==> config.mk <==
export PLATFORM = sky130hd
export DESIGN_NAME = mips_multicycle_ctrl_flat
export DESIGN_NICKNAME = d
export VERILOG_FILES = /design/src/rtl/mips_multicycle_ctrl_if.sv /design/src/rtl/mips_multicycle_ctrl.sv /design/src/flat_wrapper.sv
export SDC_FILE = /design/constraint.sdc
export NUM_CORES = 1
export LEC_CHECK = 0
export ABC_AREA = 1
export CORE_MARGIN = 8
export CORE_UTILIZATION = 40
export CTS_BUF_LIST = sky130_fd_sc_hd__clkbuf_8
export CTS_CLUSTER_DIAMETER = 120
export DETAILED_ROUTE_END_ITERATION = 6
export GPL_ROUTABILITY_DRIVEN = 0
export HOLD_SLACK_MARGIN = 0.12
export PLACE_DENSITY = 0.76
export SETUP_SLACK_MARGIN = 0.1
export SLEW_MARGIN = 25
export SYNTH_ARGS = -nofsm -noshare
export SYNTH_HDL_FRONTEND = slang
export SYNTH_SLANG_ARGS = --single-unit
==> constraint.sdc <==
create_clock -name clk -period 1.7 [get_ports clk]
set_clock_uncertainty 0.05 [all_clocks]
set_input_delay 0.34 -clock clk [delete_from_list [all_inputs] [get_ports clk]]
set_output_delay 0.34 -clock clk [all_outputs]
set_load 0.02 [all_outputs]
==> src/rtl/mips_multicycle_ctrl_if.sv <==
// Control/status bundle between the multicycle MIPS controller and its datapath.
// The controller uses the master modport; the datapath (or a bench) uses slave.
interface mips_multicycle_ctrl_if;
  logic [5:0] op;
  logic [5:0] funct;
  logic       zero;
  logic       mem_ready;
  logic       mem_req;
  logic       iord;
  logic       memwrite;
  logic       irwrite;
  logic       pcen;
  logic       regwrite;
  logic       regdst;
  logic       memtoreg;
  logic       alusrca;
  logic [1:0] alusrcb;
  logic [1:0] pcsrc;
  logic [2:0] alucontrol;
  logic       illegal_op;
  logic       bus_fault;

  modport master (
    input  op, funct, zero, mem_ready,
    output mem_req, iord, memwrite, irwrite, pcen, regwrite, regdst, memtoreg,
           alusrca, alusrcb, pcsrc, alucontrol, illegal_op, bus_fault
  );

  modport slave (
    output op, funct, zero, mem_ready,
    input  mem_req, iord, memwrite, irwrite, pcen, regwrite, regdst, memtoreg,
           alusrca, alusrcb, pcsrc, alucontrol, illegal_op, bus_fault
  );
endinterface

==> src/rtl/mips_multicycle_ctrl.sv <==
// Multicycle MIPS control FSM (lw/sw/R-type/beq/addi/j) for a shared-ALU, unified-memory datapath.
// Memory states stretch on mem_ready and give up with a bus_fault pulse after TIMEOUT_CYCLES waits.
module mips_multicycle_ctrl #(
  parameter bit          USE_MEM_READY  = 1'b1,
  parameter int unsigned TIMEOUT_CYCLES = 16
) (
  input  logic                         clk,
  input  logic                         reset,
  mips_multicycle_ctrl_if.master       bus
);

  localparam int unsigned CNT_W   = (TIMEOUT_CYCLES > 1) ? $clog2(TIMEOUT_CYCLES) : 1;
  localparam int unsigned TO_LAST = (TIMEOUT_CYCLES == 0) ? 0 : TIMEOUT_CYCLES - 1;

  localparam logic [5:0] OP_RTYPE = 6'b000000;
  localparam logic [5:0] OP_LW    = 6'b100011;
  localparam logic [5:0] OP_SW    = 6'b101011;
  localparam logic [5:0] OP_BEQ   = 6'b000100;
  localparam logic [5:0] OP_ADDI  = 6'b001000;
  localparam logic [5:0] OP_J     = 6'b000010;

  localparam logic [2:0] ALU_ADD = 3'b010;
  localparam logic [2:0] ALU_SUB = 3'b110;

  typedef enum logic [3:0] {
    S_FETCH, S_DECODE, S_MEMADR, S_MEMRD, S_MEMWB, S_MEMWR,
    S_RTYPEEX, S_RTYPEWB, S_BEQEX, S_ADDIEX, S_ADDIWB, S_JEX
  } state_e;

  state_e           state_q, state_d;
  logic [CNT_W-1:0] wait_q, wait_d;

  logic       ready_c;
  logic       timeout_c;
  logic       mem_req_c, iord_c, memwrite_c, irwrite_c, pcwrite_c, branch_c;
  logic       regwrite_c, regdst_c, memtoreg_c, alusrca_c, illegal_c, fault_c;
  logic [1:0] alusrcb_c, pcsrc_c;
  logic [2:0] alucontrol_c;

  function automatic logic [2:0] alu_from_funct(input logic [5:0] f);
    case (f)
      6'b100010: return ALU_SUB;
      6'b100100: return 3'b000;
      6'b100101: return 3'b001;
      6'b101010: return 3'b111;
      default:   return ALU_ADD;
    endcase
  endfunction

  assign ready_c = USE_MEM_READY ? bus.mem_ready : 1'b1;

  always_ff @(posedge clk or negedge reset) begin
    if (!reset) begin
      state_q <= S_FETCH;
      wait_q  <= '0;
    end else begin
      state_q <= state_d;
      wait_q  <= wait_d;
    end
  end

  always_comb begin
    state_d      = state_q;
    mem_req_c    = 1'b0;
    iord_c       = 1'b0;
    memwrite_c   = 1'b0;
    irwrite_c    = 1'b0;
    pcwrite_c    = 1'b0;
    branch_c     = 1'b0;
    regwrite_c   = 1'b0;
    regdst_c     = 1'b0;
    memtoreg_c   = 1'b0;
    alusrca_c    = 1'b0;
    alusrcb_c    = 2'b00;
    pcsrc_c      = 2'b00;
    alucontrol_c = ALU_ADD;
    illegal_c    = 1'b0;
    fault_c      = 1'b0;

    case (state_q)
      S_FETCH: begin
        mem_req_c = 1'b1;
        alusrcb_c = 2'b01;
        irwrite_c = ready_c;
        pcwrite_c = ready_c;
        if (ready_c) state_d = S_DECODE;
      end
      S_DECODE: begin
        alusrcb_c = 2'b11;
        case (bus.op)
          OP_LW, OP_SW: state_d = S_MEMADR;
          OP_RTYPE:     state_d = S_RTYPEEX;
          OP_BEQ:       state_d = S_BEQEX;
          OP_ADDI:      state_d = S_ADDIEX;
          OP_J:         state_d = S_JEX;
          default: begin
            illegal_c = 1'b1;
            state_d   = S_FETCH;
          end
        endcase
      end
      S_MEMADR: begin
        alusrca_c = 1'b1;
        alusrcb_c = 2'b10;
        state_d   = (bus.op == OP_SW) ? S_MEMWR : S_MEMRD;
      end
      S_MEMRD: begin
        mem_req_c = 1'b1;
        iord_c    = 1'b1;
        if (ready_c) state_d = S_MEMWB;
      end
      S_MEMWB: begin
        regwrite_c = 1'b1;
        memtoreg_c = 1'b1;
        state_d    = S_FETCH;
      end
      S_MEMWR: begin
        mem_req_c  = 1'b1;
        iord_c     = 1'b1;
        memwrite_c = ready_c;
        if (ready_c) state_d = S_FETCH;
      end
      S_RTYPEEX: begin
        alusrca_c    = 1'b1;
        alucontrol_c = alu_from_funct(bus.funct);
        state_d      = S_RTYPEWB;
      end
      S_RTYPEWB: begin
        regwrite_c = 1'b1;
        regdst_c   = 1'b1;
        state_d    = S_FETCH;
      end
      S_BEQEX: begin
        alusrca_c    = 1'b1;
        alucontrol_c = ALU_SUB;
        branch_c     = 1'b1;
        pcsrc_c      = 2'b01;
        state_d      = S_FETCH;
      end
      S_ADDIEX: begin
        alusrca_c = 1'b1;
        alusrcb_c = 2'b10;
        state_d   = S_ADDIWB;
      end
      S_ADDIWB: begin
        regwrite_c = 1'b1;
        state_d    = S_FETCH;
      end
      S_JEX: begin
        pcwrite_c = 1'b1;
        pcsrc_c   = 2'b10;
        state_d   = S_FETCH;
      end
      default: state_d = S_FETCH;
    endcase

    // A late mem_ready on the last allowed wait cycle still completes the access.
    timeout_c = (TIMEOUT_CYCLES != 0) && mem_req_c && !ready_c && (wait_q == CNT_W'(TO_LAST));
    if (timeout_c) begin
      fault_c = 1'b1;
      state_d = S_FETCH;
    end

    if (timeout_c || (state_d != state_q)) wait_d = '0;
    else if (mem_req_c && !ready_c)        wait_d = wait_q + 1'b1;
    else                                   wait_d = '0;
  end

  assign bus.mem_req    = reset & mem_req_c;
  assign bus.iord       = reset & iord_c;
  assign bus.memwrite   = reset & memwrite_c;
  assign bus.irwrite    = reset & irwrite_c;
  assign bus.pcen       = reset & (pcwrite_c | (branch_c & bus.zero));
  assign bus.regwrite   = reset & regwrite_c;
  assign bus.regdst     = reset & regdst_c;
  assign bus.memtoreg   = reset & memtoreg_c;
  assign bus.alusrca    = reset & alusrca_c;
  assign bus.alusrcb    = reset ? alusrcb_c : 2'b00;
  assign bus.pcsrc      = reset ? pcsrc_c : 2'b00;
  assign bus.alucontrol = reset ? alucontrol_c : 3'b000;
  assign bus.illegal_op = reset & illegal_c;
  assign bus.bus_fault  = reset & fault_c;

endmodule

==> src/flat_wrapper.sv <==
// flat-port wrapper written by rule: the top's interface ports become plain ports
module mips_multicycle_ctrl_flat 
#(
  parameter bit          USE_MEM_READY  = 1'b1,
  parameter int unsigned TIMEOUT_CYCLES = 16
)
  (clk, reset, bus_op, bus_funct, bus_zero, bus_mem_ready, bus_mem_req, bus_iord, bus_memwrite, bus_irwrite, bus_pcen, bus_regwrite, bus_regdst, bus_memtoreg, bus_alusrca, bus_alusrcb, bus_pcsrc, bus_alucontrol, bus_illegal_op, bus_bus_fault);
  mips_multicycle_ctrl_if bus_i ();
  input  logic clk;
  input  logic reset;
  input wire logic [$bits(bus_i.op)-1:0] bus_op;
  input wire logic [$bits(bus_i.funct)-1:0] bus_funct;
  input wire logic [$bits(bus_i.zero)-1:0] bus_zero;
  input wire logic [$bits(bus_i.mem_ready)-1:0] bus_mem_ready;
  output wire logic [$bits(bus_i.mem_req)-1:0] bus_mem_req;
  output wire logic [$bits(bus_i.iord)-1:0] bus_iord;
  output wire logic [$bits(bus_i.memwrite)-1:0] bus_memwrite;
  output wire logic [$bits(bus_i.irwrite)-1:0] bus_irwrite;
  output wire logic [$bits(bus_i.pcen)-1:0] bus_pcen;
  output wire logic [$bits(bus_i.regwrite)-1:0] bus_regwrite;
  output wire logic [$bits(bus_i.regdst)-1:0] bus_regdst;
  output wire logic [$bits(bus_i.memtoreg)-1:0] bus_memtoreg;
  output wire logic [$bits(bus_i.alusrca)-1:0] bus_alusrca;
  output wire logic [$bits(bus_i.alusrcb)-1:0] bus_alusrcb;
  output wire logic [$bits(bus_i.pcsrc)-1:0] bus_pcsrc;
  output wire logic [$bits(bus_i.alucontrol)-1:0] bus_alucontrol;
  output wire logic [$bits(bus_i.illegal_op)-1:0] bus_illegal_op;
  output wire logic [$bits(bus_i.bus_fault)-1:0] bus_bus_fault;
  assign bus_i.op = bus_op;
  assign bus_i.funct = bus_funct;
  assign bus_i.zero = bus_zero;
  assign bus_i.mem_ready = bus_mem_ready;
  assign bus_mem_req = bus_i.mem_req;
  assign bus_iord = bus_i.iord;
  assign bus_memwrite = bus_i.memwrite;
  assign bus_irwrite = bus_i.irwrite;
  assign bus_pcen = bus_i.pcen;
  assign bus_regwrite = bus_i.regwrite;
  assign bus_regdst = bus_i.regdst;
  assign bus_memtoreg = bus_i.memtoreg;
  assign bus_alusrca = bus_i.alusrca;
  assign bus_alusrcb = bus_i.alusrcb;
  assign bus_pcsrc = bus_i.pcsrc;
  assign bus_alucontrol = bus_i.alucontrol;
  assign bus_illegal_op = bus_i.illegal_op;
  assign bus_bus_fault = bus_i.bus_fault;
  mips_multicycle_ctrl #(.USE_MEM_READY(USE_MEM_READY), .TIMEOUT_CYCLES(TIMEOUT_CYCLES)) u_core (.clk(clk), .reset(reset), .bus(bus_i));
endmodule
==> results.cfg, run 1 <==
[timing]
grt-worst-endpoint = bus_alucontrol[1]
worstEndpointType = output port

[clocking]
clk_path_buf_depth = 2
cts_htree_levels = 1
cts_hold_buffers = 0
clock_sinks = 8
root_buffer = clkbuf_8
cts_inserted_buffers = 3

[synthesis]
synth_adder_area_share = 0.0147
syn_inst = 149
synth_top_area_share = 0.235
synth_nets = 166
synth_edf_count = 0
syn_area_um2 = 852
avgSynthCellArea_um2 = 5.72
synth_cell_types = 26
synth_seq_cells = 8
synth-xor-area-share = 0
ys_warn_count = 0
seq_area_frac_synth = 0.235
synthTopCellsByArea = dfrtp_1, nand2_1, nor2_1
synth_top_family_by_area = simple AND/OR/NAND/NOR gates
yosys.area_share.simple = 0.543
synth-compound-area-share = 0.0793
synth_area_leader_cell = dfrtp_1
synth.area.mux_share = 0
async_flop_share = 1.00
yosys_most_used_dff = dfrtp_1

[place]
dp_hpwl_um = 2560
io_buffers = 33
placed_cells = 255
pre_cts_ws_ps = -756

[grt]
grt_start_max_net_pins = 10

[outcome]
status = aborted with a tool error
error = [ERROR DPL-0038] Utilization greater than 100%, impossible to legalize
haltStage = global routing

[floorplanning]
die_w_um = 62.2
rows = 16
boundaryPins = 34
die_h_um = 62.2
start_util = 0.430
cell families after synthesis:
kind of cell | after synthesis
flops | 8
compound gates | 11
fa+ha+maj | 1
simple gates | 100
buf+inv | 29
synthesized netlist by cell type, types with 2 or more instances:
master	number
dfrtp_1	8
inv_2	3
inv_1	25
nand4_1	3
nor2_2	2
o21ai_1	2
nor3_1	5
nand2_2	2
a21oi_1	2
a31oi_1	2
nor2_1	33
nand3_2	2
nand3_1	14
nand2_1	33
o21ai_0	2
stage by stage:
step           instance area [um2]  utilization
4_1_cts                       1810        0.915
3_5_place_dp                  1610        0.810
3_3_place_gp                  1610        0.810
2_1_floorplan                  896            -
timing repair:
action	CTS
buffers inserted	11
resized for setup	173
endpoints found under the setup margin	23
pin swaps	21
==> inputs of run 2 (changes only) <==
- CORE_AREA: default -> 8 8 69 71
- CORE_MARGIN: 8 -> default
- CORE_UTILIZATION: 40 -> default
- CTS_BUF_LIST: sky130_fd_sc_hd__clkbuf_8 -> default
- CTS_CLUSTER_DIAMETER: 120 -> default
- DIE_AREA: default -> 0 0 77 79
- HOLD_SLACK_MARGIN: 0.12 -> default
- PLACE_DENSITY: 0.76 -> default
- PLACE_DENSITY_LB_ADDON: default -> 0.15
- SETUP_SLACK_MARGIN: 0.1 -> default
==> run 2 against run 1 <==
The flow now finishes, with violations (setup timing); synthesized cell count stayed put; synthesized area is the same.
==> results.cfg, run 2 <==
[outcome]
status = finished with violations
failed_checks = setup timing

[synthesis]
synth_adder_area_share = 0.0147
synth_cell_types = 26
yosys.area_share.simple = 0.543
synth_nets = 166
seq_area_frac_synth = 0.235
avgSynthCellArea_um2 = 5.72
synthTopCellsByArea = dfrtp_1, nand2_1, nor2_1
synth_area_leader_cell = dfrtp_1
synth_top_area_share = 0.235
ys_warn_count = 0
synth-xor-area-share = 0
syn_inst = 149
synth-compound-area-share = 0.0793
synth_top_family_by_area = simple AND/OR/NAND/NOR gates
yosys_most_used_dff = dfrtp_1
synth_seq_cells = 8
synth.area.mux_share = 0
syn_area_um2 = 852
async_flop_share = 1.00
synth_edf_count = 0
ys_top_cells_by_count = nand2_1, nor2_1, inv_1, nand3_1, dfrtp_1

[detailed_routing]
drcViolationCount = 0
via_count = 1328
first_pass_iters = 4
drt_iter0_markers = 32
wl_met2_um = 1780
routed.top_layer = met3
ant_nets = 0
drt-met1-wl_um = 1420
vias_per_cell = 4.44
routedWlPerCell_um = 11.3
drt-total-wl_um = 3380
wl_met3_um = 180

[floorplanning]
die_w_um = 77
dieArea_um2 = 6080
core_area_um2 = 3800
rows = 23
die_h_um = 79
boundaryPins = 34
start_util = 0.224

[pwr]
p_comb_frac = 0.736
pwr-share-clk = 0.108
p_sw_uw = 910
ir_drop_mv = 0.583
leakagePower_uw = 0.00103
p_seq_frac = 0.157
power.density_nw_per_um2 = 1070
switching_share = 0.441
internal-power_uw = 1150

[clocking]
root_buffer = clkbuf_8
cts_tree = done
clk_pin_slew_ps = 40
clk_path_buf_depth = 2
cts_htree_levels = 1
cts_inserted_buffers = 3
cts_hold_buffers = 0
clock_latency_ps = 220
clock_sinks = 8

[grt]
grtUsageTotal = 0.111
grt_pass1_wl_um = 5710
overflow = 0
grt_start_max_net_pins = 9
antenna_found_initial = 0
first_global_vias = 1301

[setup_path]
max_stage_delay_ps = 390
worst-setup-path-type = flip-flop to output port
required_ps = 1310
cp.arrival_ps = 1480
path_max_fanout = 5
worst_path_max_delay_cell = dfrtp_1
cp_cell_sequence = buf_4 > nor2_1 > buf_4 > nand3_2 > nor2_4 > a211o_1 > buf_6
critPathMostFrequentCell = buf_4
worstSetupStartpointType = flip-flop
end_kind = output port

[timing]
rsz0062_at_grt = yes
setup_violations = 19
period_needed_ps = 1870
period_share = 1.10
fin_ws_ps = -175
final_hold_viol_count = 0
maxSlewHeadroom = 0.844
fmax_mhz = 533
fin_setup_tns_ps = -1500
whs_ps = 296
tightest_slew_ps = 232
drv_slew = 0

[cells_and_area]
most-common-layout-cells = buf_4, nand2_1, inv_1, buf_6
area_growth_pct = 127
fin_area_um2 = 1940
fin_nets = 268
drive_gt1_frac = 0.618
diodes = 0
final_common_cell = buf_4
largest_registers = u_core.state_q: 4 flops, u_core.wait_q: 4 flops

[place]
io_buffers = 33
dp_hpwl_um = 2650
post_dp_cell_area_um2 = 1620
pre_cts_ws_ps = -726

[min_path]
hp-class = input pin to asynchronous set/reset pin

[run]
drv_cap = 0
==> run 2: layout make-up <==
type,count,area (um2)
tap,50,62.6
inverter,29,110
sequential,8,203
fill,383,1860
timing repair buffer,97,785
clock buffer,3,41.3
multi-input combinational,112,734
==> run 2: worst paths after layout <==
| kind | cells past startpoint | endpoint | startpoint | slack [ps] |
|---|---|---|---|---|
| worst max-delay path | 7 | bus_pcen | u_core.state_q[2] | -170 |
| worst min-delay path | 3 | u_core.state_q[1] | reset | 300 |
| worst max register to register | 12 | u_core.wait_q[3] | u_core.state_q[2] | -20 |
| worst min register to register | 2 | u_core.wait_q[2] | u_core.wait_q[2] | 520 |
| max in group asynchronous | 4 | u_core.wait_q[3] | reset | 1100 |
| min in group clk | 2 | u_core.wait_q[2] | u_core.wait_q[2] | 520 |
==> run 2: cells by family (layout without fill, tap and decap cells) <==
group                    Yosys count  in the layout
AO/OA/AOI/OAI                     11             11
adder cells (fa/ha/maj)            1              1
buffers and inverters             29            129
flip-flops                         8              8
AND/OR/NAND/NOR                  100            100
==> run 2: critical path: cells and delay by family (launching register included) <==
kind / cells / cell delay (ps)
buffers and inverters: 3 / 430
flip-flops: 1 / 390
AO/OA/AOI/OAI: 1 / 280
AND/OR/NAND/NOR: 3 / 170
==> run 2: metal layers <==
metal	track usage	vias to the layer above
met5	0	-
met4	0.0245	0
met3	0.0282	0
met2	0.202	32
met1	0.127	617
li1	-	679
==> run 2: repair_timing <==
item | 4_1_cts | 5_1_grt
pin swaps | 15 | 12
resized for setup | 141 | 57
setup endpoints to repair | 21 | 23
buffers inserted | 12 | 4
==> run 2: power by group through the flow <==
stage / Clock, uW / Sequential [uW] / Combinational (uW)
detailed placement: 0 / 303 / 1230
global route: 242 / 332 / 1660
finish: 223 / 323 / 1520
CTS: 230 / 325 / 1330
global placement: 0 / 300 / 1210
floorplan: 0 / 290 / 572
==> run 2: through the flow <==
step	instances	utilization	total power, uW
6_report	299	0.510	2060
5_1_grt	299	0.510	2240
4_1_cts	295	0.470	1880
3_5_place_dp	280	0.427	1530
3_3_place_gp	280	0.427	1510
2_1_floorplan	149	-	862
Note: power is estimated with default switching activity, not from simulation.
